### src/rtl/fetch_stage.sv
// RV32I instruction-fetch stage with built-in IF/ID register.
// One outstanding imem request; bubbles are inserted while memory is slow.
module fetch_stage #(
  parameter logic [31:0] RESET_PC  = 32'h0000_0000,
  parameter logic [31:0] NOP_INSTR = 32'h0000_0013
) (
  input  logic        clk,
  input  logic        rst,
  input  logic        StallF,
  input  logic        StallD,
  input  logic        FlushD,
  input  logic        PCSrcE,
  input  logic [31:0] PCTargetE,
  output logic        imem_req,
  output logic [31:0] imem_addr,
  input  logic        imem_gnt,
  input  logic        imem_rvalid,
  input  logic [31:0] imem_rdata,
  output logic [31:0] InstrD,
  output logic [31:0] PCD,
  output logic [31:0] PCPlus4D,
  output logic        ValidD
);

  typedef enum logic [1:0] {
    REQ  = 2'd0,
    WAIT = 2'd1,
    HOLD = 2'd2,
    DROP = 2'd3
  } state_t;

  state_t      state;
  logic [31:0] PCF;
  logic [31:0] holdInstr;
  logic [31:0] holdPC;
  logic        load;
  logic [31:0] ldInstr;
  logic [31:0] ldPC;

  assign imem_req  = !rst && state == REQ && !StallF && !PCSrcE;
  assign imem_addr = PCF & 32'hFFFF_FFFC;

  // Instruction handed to decode this cycle, if any
  always_comb begin
    load    = 1'b0;
    ldInstr = imem_rdata;
    ldPC    = PCF;
    if (!PCSrcE && !StallD) begin
      unique case (1'b1)
        state == WAIT && imem_rvalid: load = 1'b1;
        state == HOLD: begin
          load    = 1'b1;
          ldInstr = holdInstr;
          ldPC    = holdPC;
        end
        default: load = 1'b0;
      endcase
    end
  end

  always_ff @(posedge clk or posedge rst) begin
    if (rst) begin
      state     <= REQ;
      PCF       <= RESET_PC;
      holdInstr <= NOP_INSTR;
      holdPC    <= 32'h0;
    end else if (PCSrcE) begin
      PCF <= PCTargetE & 32'hFFFF_FFFC;
      unique case (state)
        WAIT:    state <= imem_rvalid ? REQ : DROP;
        DROP:    state <= imem_rvalid ? REQ : DROP;
        default: state <= REQ;
      endcase
    end else begin
      unique case (state)
        REQ: if (imem_req && imem_gnt) state <= WAIT;
        WAIT: if (imem_rvalid) begin
          PCF <= PCF + 32'd4;
          if (StallD) begin
            holdInstr <= imem_rdata;
            holdPC    <= PCF;
            state     <= HOLD;
          end else begin
            state <= REQ;
          end
        end
        HOLD: if (!StallD) state <= REQ;
        DROP: if (imem_rvalid) state <= REQ;
        default: state <= REQ;
      endcase
    end
  end

  always_ff @(posedge clk or posedge rst) begin
    if (rst) begin
      InstrD   <= NOP_INSTR;
      PCD      <= 32'h0;
      PCPlus4D <= 32'h0;
      ValidD   <= 1'b0;
    end else if (FlushD) begin
      InstrD <= NOP_INSTR;
      ValidD <= 1'b0;
    end else if (!StallD) begin
      if (load) begin
        InstrD   <= ldInstr;
        PCD      <= ldPC;
        PCPlus4D <= ldPC + 32'd4;
        ValidD   <= 1'b1;
      end else begin
        InstrD <= NOP_INSTR;
        ValidD <= 1'b0;
      end
    end
  end

endmodule
### config.mk
export PLATFORM = sky130hd
export DESIGN_NAME = fetch_stage
export DESIGN_NICKNAME = d
export VERILOG_FILES = /design/src/rtl/fetch_stage.sv
export SDC_FILE = /design/constraint.sdc
export NUM_CORES = 1
export LEC_CHECK = 0
export ABC_CLOCK_PERIOD_IN_PS = 8000
export BUFFER_PORTS_ARGS = -buffer_cell sky130_fd_sc_hd__buf_2
export CELL_PAD_IN_SITES_DETAIL_PLACEMENT = 1
export CELL_PAD_IN_SITES_GLOBAL_PLACEMENT = 2
export CORE_ASPECT_RATIO = 1.25
export CORE_MARGIN = 4
export CORE_UTILIZATION = 34
export CTS_CLUSTER_DIAMETER = 40
export CTS_CLUSTER_SIZE = 25
export DETAILED_ROUTE_END_ITERATION = 16
export PLACE_DENSITY = 0.86
export SETUP_SLACK_MARGIN = 0.2
export SLEW_MARGIN = 15
export SYNTH_ARGS = -nofsm -noshare
export SYNTH_HDL_FRONTEND = slang
export SYNTH_SLANG_ARGS = --single-unit
### constraint.sdc
create_clock -name clk -period 8 [get_ports clk]
set_clock_uncertainty 0.2 [all_clocks]
set_input_delay 0.4 -clock clk [delete_from_list [all_inputs] [get_ports clk]]
set_output_delay 0.4 -clock clk [all_outputs]
set_load 0.01 [all_outputs]
==> impl_metrics.json <==
{
  "grt_pass1_vias": 8161,
  "fp.coreArea_um2": 26180,
  "yosysWarnings": 0,
  "pre_cts_slack_ns": 3.452,
  "rsz0062_at_grt": "no",
  "clk_path_buf_depth": 2,
  "reg2reg_from": "state[0]",
  "ys_seq_area_share_pct": 51.55,
  "numCtsBuffers": 17,
  "grt_pass1_wl_um": 45470,
  "post-dp-hpwl_um": 19610,
  "whs_ns": 0.003768,
  "final_cells": 1462,
  "p_per_area_nw_per_um2": 223.0,
  "ys_ff_latch": 187,
  "crit_path_end_kind": "flop",
  "fmax_mhz": 243.2,
  "post_drt_wl_per_cell_um": 19.40,
  "cpPeakStageDelay_ns": 0.61,
  "die_h_um": 190.8,
  "dp_cells": 1372,
  "io_buffers": 193,
  "drt-total-wl_um": 28370,
  "critPathMaxFanout": 69,
  "p_clk_share_pct": 33.4,
  "status": "finished clean",
  "total_leakage_power_uw": 0.005442,
  "dieWidth_um": 154.3,
  "cts-root-buf": "clkbuf_16",
  "cts_tree": "done",
  "reg2reg_slack_ns": 3.96,
  "syn_inst": 896,
  "clk_latency_ns": 0.44,
  "drc_errors": 0,
  "endpoint": "PCPlus4D[26]",
  "tightestPinTransition_ns": 1.090,
  "antenna_found_initial": 0,
  "gp_congestion": 0.8173,
  "setup_tns_ns": 0,
  "r2r-end": "PCPlus4D[26]",
  "row_count": 66,
  "crit_slowest_cell": "buf_4",
  "syn_area_um2": 9092,
  "globalRouteOverflowTotal": 0,
  "critPathMostFrequentCell": "nand2_1",
  "worst_slack_ns": 3.888,
  "seqPwrFrac_pct": 48.6,
  "rr_worst_depth": 10,
  "synth_cell_types": 59,
  "post_cts_buffers": 0,
  "report.final.slew_viol_count": 0,
  "syn_avg_cell_area_um2": 10.15,
  "globalRouteTotalUtil_pct": 19.49,
  "nets": 1183,
  "vias_per_cell": 5.213,
  "final.period_utilization_pct": 51.40,
  "cp-start-kind": "input pin",
  "pwr-share-comb_pct": 18.0,
  "crit_chain": "buf_2 -> nor4b_2 -> buf_4 -> nand2_1 -> nand2_1 -> ha_1 -> nand3_1 -> nor4_1 -> o22ai_1 -> or3_1 -> a221o_1",
  "diodes": 0,
  "hold_class": "input pin to asynchronous set/reset pin",
  "critPathKind": "input pin to flop",
  "async_flop_share_pct": 100.0,
  "design.portCount": 202,
  "vias": 7622,
  "drt-initial-drc-count": 238,
  "cp.arrival_ns": 4.23,
  "period_minus_slack_ns": 4.112,
  "p_int_uw": 1776,
  "fp.dieArea_um2": 29440,
  "clkSinkCount": 187,
  "switchingPower_uw": 778.3,
  "swShare_pct": 30.46,
  "cap_violations": 0,
  "ant_nets": 0,
  "grt_max_degree": 111,
  "path_clk_slew_ns": 0.07,
  "cp-startpoint": "PCSrcE",
  "ir_worst_vdd_mv": 0.1260,
  "required_ns": 8.12,
  "syn2layout_area_growth_pct": 25.99,
  "hold_viol_final": 0,
  "relSlewSlack_pct": 27.33,
  "drtPass1Iterations": 4,
  "synth_flop_cell": "dfrtp_1",
  "finalSetupViolCount": 0,
  "cts.htree.levels": 4,
  "cts_resized": 0,
  "drive_gt1_share_pct": 27.72,
  "start_util_pct": 34.73,
  "synth_edf_count": 0
}
-- power groups by stage --
stage,sequential [uW],combinational (uW),clock (uW)
floorplan,1260,222,0
global placement,1250,435,0
detailed placement,1260,447,0
CTS,1240,470,879
global route,1270,515,915
finish,1240,459,853
-- through the flow --
step | area [um^2] | util, % | power, uW
floorplan | 9111 | - | 1484
global placement | 10290 | 39.32 | 1685
detailed placement | 10290 | 39.32 | 1707
CTS | 11460 | 43.76 | 2591
global route | 11460 | 43.76 | 2696
finish | 11460 | 43.76 | 2555
-- how the worst min path moves through the flow --
| stage | startpoint | to | slack [ns] | cells past startpoint |
|---|---|---|---|---|
| floorplan | holdInstr[0] | InstrD[0] | 0.26 | 2 |
| global placement | InstrD[23] | InstrD[23] | 0.26 | 2 |
| detailed placement | PCD[19] | PCD[19] | 0.26 | 1 |
| CTS | imem_rdata[8] | holdInstr[8] | 0.002 | 2 |
| global route | imem_rdata[24] | holdInstr[24] | 0.005 | 2 |
| finish | rst | InstrD[26] | 0.004 | 2 |
-- cell type report --
cell class | count | area [um^2]
clock inverter | 13 | 130.1
inverter | 8 | 35.03
tap | 340 | 425.4
clock buffer | 19 | 452.9
multi-input combinational | 636 | 4119
fill | 2964 | 14720
sequential | 187 | 4687
timing repair buffer | 259 | 1607
-- flip-flops by register name (all words and copies together) (netlist names) --
signal and flops:
PCF 30, ValidD 1, holdPC 30, InstrD 32, state 2, PCPlus4D 30, PCD 30, holdInstr 32
-- critical path, delay by kind of cell --
family / cells / cell delay [ns]
AO/OA/AOI/OAI: 2 / 0.71
adder cells (fa/ha/maj): 1 / 0.40
AND/OR/NAND/NOR: 6 / 1.63
buffers and inverters: 2 / 1.04
-- repair_timing --
action	CTS	global route
hold buffers	58	0
setup endpoints to repair	0	0
hold endpoints to repair	60	0
-- synth_stat cells (3+ instances only) --
master,number,area [um^2]
dfrtp_1,181,4529
nand2_1,152,570.6
o21ai_0,97,485.5
mux2_2,61,686.9
mux2i_1,58,580.6
clkbuf_1,50,187.7
nor2_1,35,131.4
nand3_1,30,150.1
xnor2_1,30,262.8
nand4_1,21,131.4
nor4_1,18,112.6
buf_2,12,60.06
nor3_1,12,60.06
or3_1,11,68.82
inv_1,8,30.03
xor2_1,8,70.07
a21o_1,6,45.04
a21oi_1,6,30.03
buf_4,6,45.04
dfstp_2,6,157.7
a31oi_1,5,31.28
and2_1,5,31.28
o22ai_1,5,31.28
a221o_1,4,40.04
and4_1,4,35.03
nand2b_1,4,25.02
o21a_1,4,30.03
o31a_1,4,35.03
o31ai_1,4,30.03
or4_1,4,30.03
a211o_1,3,26.28
a22oi_1,3,22.52
-- routing by layer --
metal	vias to the layer above	GRT usage, %	share of wire, %
met5	-	0	0
met4	0	6.524	2.5
met3	34	5.244	5.8
met2	170	35.84	53
met1	3826	21.66	39
li1	3592	-	-
-- layout by cell type (no fill, tap or decap), drive strengths merged, types with 4 or more instances in the layout --
cell type / instances
buf: 201
dfrtp: 181
nand2: 152
o21ai: 97
mux2: 61
mux2i: 58
dlygate4sd3: 58
nor2: 35
xnor2: 30
nand3: 30
nand4: 21
clkbuf: 19
nor4: 18
inv: 14
nor3: 12
or3: 11
xor2: 8
dfstp: 6
a21oi: 6
a21o: 6
conb: 6
and2: 5
o22ai: 5
a31oi: 5
o31ai: 5
or4: 5
a221o: 4
and4: 4
o31a: 4
nand2b: 4
o21a: 4
-- logic make-up after synthesis --
family	Yosys count	share of synthesized area, %
simple gates	313	16.29
fa+ha+maj	2	0.2752
other cells	1	0.04124
compound gates	158	10.61
mux	119	13.94
buf+inv	78	3.633
xor+xnor	38	3.660
flops	187	51.55
No activity file was read; power rests on OpenSTA's default activity.
